**src/rtl/eight_bit_down_timer.sv**
```systemverilog
// Loadable down-counting timer with one-shot and auto-reload modes.
// A host loads a start value over valid/ready, starts it, and may pause and resume it.
module eight_bit_down_timer #(
  parameter int WIDTH = 8
) (
  input  logic             clk,
  input  logic             rst,
  input  logic             load_valid,
  output logic             load_ready,
  input  logic [WIDTH-1:0] load_value,
  input  logic             mode,
  input  logic             start,
  input  logic             stop,
  input  logic             en,
  output logic [WIDTH-1:0] count,
  output logic             busy,
  output logic             tc,
  output logic             done
);

  typedef enum logic [1:0] {
    S_IDLE  = 2'd0,
    S_ARMED = 2'd1,
    S_RUN   = 2'd2,
    S_DONE  = 2'd3
  } state_t;

  localparam logic [WIDTH-1:0] ONE  = {{(WIDTH-1){1'b0}}, 1'b1};
  localparam logic [WIDTH-1:0] ZERO = '0;

  state_t           state;
  logic [WIDTH-1:0] reload;
  logic             load_fire;

  assign load_ready = (state != S_RUN);
  assign busy       = (state == S_RUN);
  assign done       = (state == S_DONE);
  assign load_fire  = load_valid && load_ready;

  // Zero is terminal: it raises tc instead of wrapping, and either reloads or ends a one-shot.
  always_ff @(posedge clk or negedge rst) begin
    if (!rst) begin
      state  <= S_IDLE;
      count  <= ZERO;
      reload <= ZERO;
      tc     <= 1'b0;
    end else begin
      tc <= 1'b0;
      if (load_fire) begin
        count  <= load_value;
        reload <= load_value;
      end
      case (state)
        S_IDLE: begin
          if (load_fire) begin
            state <= S_ARMED;
          end
        end
        S_ARMED: begin
          if (start) begin
            state <= S_RUN;
          end
        end
        S_RUN: begin
          if (stop) begin
            state <= S_ARMED;
          end else if (en) begin
            if (count != ZERO) begin
              count <= count - ONE;
            end else begin
              tc <= 1'b1;
              if (mode) begin
                count <= reload;
              end else begin
                state <= S_DONE;
              end
            end
          end
        end
        S_DONE: begin
          if (load_fire) begin
            state <= start ? S_RUN : S_ARMED;
          end else if (start) begin
            count <= reload;
            state <= S_RUN;
          end
        end
        default: begin
          state <= S_IDLE;
        end
      endcase
    end
  end

endmodule
```
**config.mk**
```make
export PLATFORM = sky130hd
export DESIGN_NAME = eight_bit_down_timer
export DESIGN_NICKNAME = d
export VERILOG_FILES = /design/src/rtl/eight_bit_down_timer.sv
export SDC_FILE = /design/constraint.sdc
export NUM_CORES = 1
export LEC_CHECK = 0
export ABC_CLOCK_PERIOD_IN_PS = 2200
export CORE_MARGIN = 2
export CORE_UTILIZATION = 30
export CTS_CLUSTER_DIAMETER = 80
export CTS_CLUSTER_SIZE = 28
export DETAILED_ROUTE_END_ITERATION = 16
export GPL_ROUTABILITY_DRIVEN = 0
export PLACE_DENSITY = 0.54
export SLEW_MARGIN = 20
export SYNTH_ARGS = -nofsm -noshare
export SYNTH_HDL_FRONTEND = slang
export SYNTH_SLANG_ARGS = --single-unit
```
**constraint.sdc**
```tcl
create_clock -name clk -period 2.2 [get_ports clk]
set_input_delay 0.44 -clock clk [delete_from_list [all_inputs] [get_ports clk]]
set_output_delay 0.44 -clock clk [all_outputs]
set_load 0.02 [all_outputs]
```
==> flow_summary.ini <==
[floorplan]
io_pins = 27
start_util_pct = 31.0
die_area_mm2 = 0.00502
die_h_um = 70.8
die_x_um = 70.8
coreArea_mm2 = 0.00432
num_rows = 24

[placement]
dp_hpwl_um = 2980
place_area_mm2 = 0.00174
io_buffer_count = 26

[power_and_ir_drop]
p_sw_share_pct = 42.9
pwr-share-seq_pct = 34.4
p_int_mw = 1.06
p_comb_share_pct = 51.5
p_clk_share_pct = 14.1
p_switching_uw = 794
ir_drop_v = 0.000505
leakage_nw = 0.734
power_mw = 1.85
power.density_mw_per_mm2 = 1040

[sta]
max_slew.worst_pin.slew_ns = 0.406
setup_viol = 0
rsz0062_at_grt = no
fin_skew_ns = 0.0123
timing.final.crit_share_pct = 96.6
maxSlewHeadroom_pct = 72.7
timing.hold.ws_ns = 0.501
fmax_mhz = 471
finalMaxSlewViolations = 0
finalSetupTns_ns = 0
min_period_ns = 2.12
finalHoldViolCount = 0

[finish]
ff_latch_area_um2 = 475
diodes = 0
multi_input_area_um2 = 796
syn_to_final_growth_pct = 33.5
num-fill-cells = 460
finalCoreUtilization_pct = 41.4
design_area_mm2 = 0.00179
layout-drive-gt1-share_pct = 16.6
finalNetCount = 211

[worst_hold_path]
hp-class = in -> async

[global_routing]
antenna_found_initial = 0
first_global_vias = 1365
grt_pass1_wl_um = 6600
grt_usage_pct = 16.2
grt_max_degree = 20
gr-total-overflow = 0

[cts]
clock_latency_ns = 0.27
cts_root_buf = clkbuf_8
cts_tree = done
cts_hold_buf = 0
cts_setup_buffers = 0
cts_resized = 0
h-tree-depth = 1
clockBufferDepth = 2
clk_pin_slew_ns = 0.09
cts_sinks = 19
numCtsBuffers = 3

[routing]
ant_nets = 0
initialDrtViolationCount = 95
vias = 1392
via_per_inst = 5.68
drc = 0
drt_first_pass_iters = 4
wirelength_um = 3970
wire_per_inst_um = 16.2

[synth]
syn_avg_cell_area_um2 = 8.54
synth_nets = 174
synthesis.area_mm2 = 0.00134
ys_warn_count = 0
ys.flop_type = dfrtp_1
seq_area_frac_synth_pct = 35.5
ys_ff_latch = 19
netlist_instances = 157
synth_edf_count = 0
async_reset_ff_share_pct = 100
synth_cell_types = 44

[worst_setup_path]
cp-start-kind = flip-flop
cp.arrival_ns = 1.68
reg2reg_setup_slack_ns = 0.27
endpoint_kind = primary output
worstPathRequired_ns = 1.76
worstPathMaxFanout = 5
path_class = reg -> out

[flow_run]
drv_cap = 0

[status]
status = finished, final reports clean
layout by cell type, fill, tap and decap left out, types with 2 or more instances in the layout:
master,n
clkdlybuf4s50_1,26
nor3_1,3
o21ai_1,3
a21oi_1,12
a211oi_1,2
nor2_1,6
a32oi_1,2
dfrtp_1,19
buf_4,16
clkbuf_8,3
inv_1,7
nand3_1,7
o22ai_1,2
o211ai_1,3
mux2i_1,4
nand2_1,16
and3_1,3
a31oi_1,4
o21ai_0,12
nor2b_1,3
o31ai_1,2
nor3b_1,2
ha_1,2
nand2b_1,5
mux2_2,7
sequential cells by signal (all words and copies together), names as in the netlist:
signal  cells
reload      8
state       2
tc          1
count       8
final timing paths:
kind / start / to / cells past startpoint
worst max-delay path: state[0]$_DFFE_PN0P_ / busy / 3
worst min-delay path: rst / count[1]$_DFF_PN0_ / 2
worst max register to register: count[2]$_DFF_PN0_ / count[2]$_DFF_PN0_ / 5
worst min register to register: reload[7]$_DFFE_PN0N_ / count[7]$_DFF_PN0_ / 2
max in group asynchronous: rst / tc$_DFF_PN0_ / 2
min in group clk: reload[7]$_DFFE_PN0N_ / count[7]$_DFF_PN0_ / 2
stage by stage:
stage          setup slack (ns)  std cells
2_1_floorplan             0.177        157
3_3_place_gp              0.158        241
3_5_place_dp              0.134        241
4_1_cts                  0.0761        245
5_1_grt                  0.0112        245
6_report                 0.0752        245
cell type report:
| class | instances | share of cell area (%) |
|---|---|---|
| Multi-Input combinational cell | 121 | 44.5 |
| Clock buffer | 3 | 2.31 |
| Tap cell | 52 | 3.64 |
| Sequential cell | 19 | 26.6 |
| Clock inverter | 1 | 0.280 |
| Inverter | 7 | 1.47 |
| Timing Repair Buffer | 42 | 21.3 |
cell families (layout without fill, tap and decap cells):
group | count (synthesis) | count (layout) | share of synthesized area, %
and+or+nand+nor | 55 | 55 | 22.5
AOI/OAI and AO/OA | 53 | 53 | 25.7
DFF | 19 | 19 | 35.5
buffers and inverters | 17 | 53 | 5.60
muxes | 11 | 11 | 8.87
adders and majority gates | 2 | 2 | 1.87
worst max-delay path, cell delays in order, from the launching register on:
cell	delay (ns)
dfrtp_1	0.44
nand2b_1	0.25
inv_1	0.12
clkdlybuf4s50_1	0.61
Yosys cell counts, types with 2 or more instances:
cell / instances / area, um^2
a211oi_1: 2 / 15.0
a21oi_1: 12 / 60.1
a31oi_1: 4 / 25.0
a32oi_1: 2 / 17.5
and2_1: 2 / 12.5
and3_1: 3 / 18.8
clkbuf_1: 8 / 30.0
dfrtp_1: 19 / 475
ha_1: 2 / 25.0
inv_1: 7 / 26.3
mux2_2: 7 / 78.8
mux2i_1: 4 / 40.0
nand2_1: 16 / 60.1
nand2b_1: 5 / 31.3
nand3_1: 7 / 35.0
nor2_1: 6 / 22.5
nor2b_1: 3 / 18.8
nor3_1: 3 / 15.0
nor3b_1: 3 / 22.5
o211ai_1: 3 / 22.5
o21ai_0: 12 / 60.1
o21ai_1: 3 / 15.0
o22ai_1: 2 / 12.5
o31ai_1: 2 / 15.0
layer usage:
layer	GRT usage [%]	wire length [um]	vias to the layer above
li1	-	-	652
met1	22.0	1810	654
met2	25.2	1760	72
met3	2.99	278	14
met4	7.34	119	0
met5	0	0	-
power by group through the flow:
stage	sequential, mW	clock, mW	combinational [mW]
finish	0.638	0.261	0.954
global route	0.660	0.277	1.04
CTS	0.630	0.264	0.952
detailed placement	0.635	0	0.949
global placement	0.632	0	0.945
floorplan	0.701	0	0.461
Note: power is estimated with default switching activity, not from simulation.
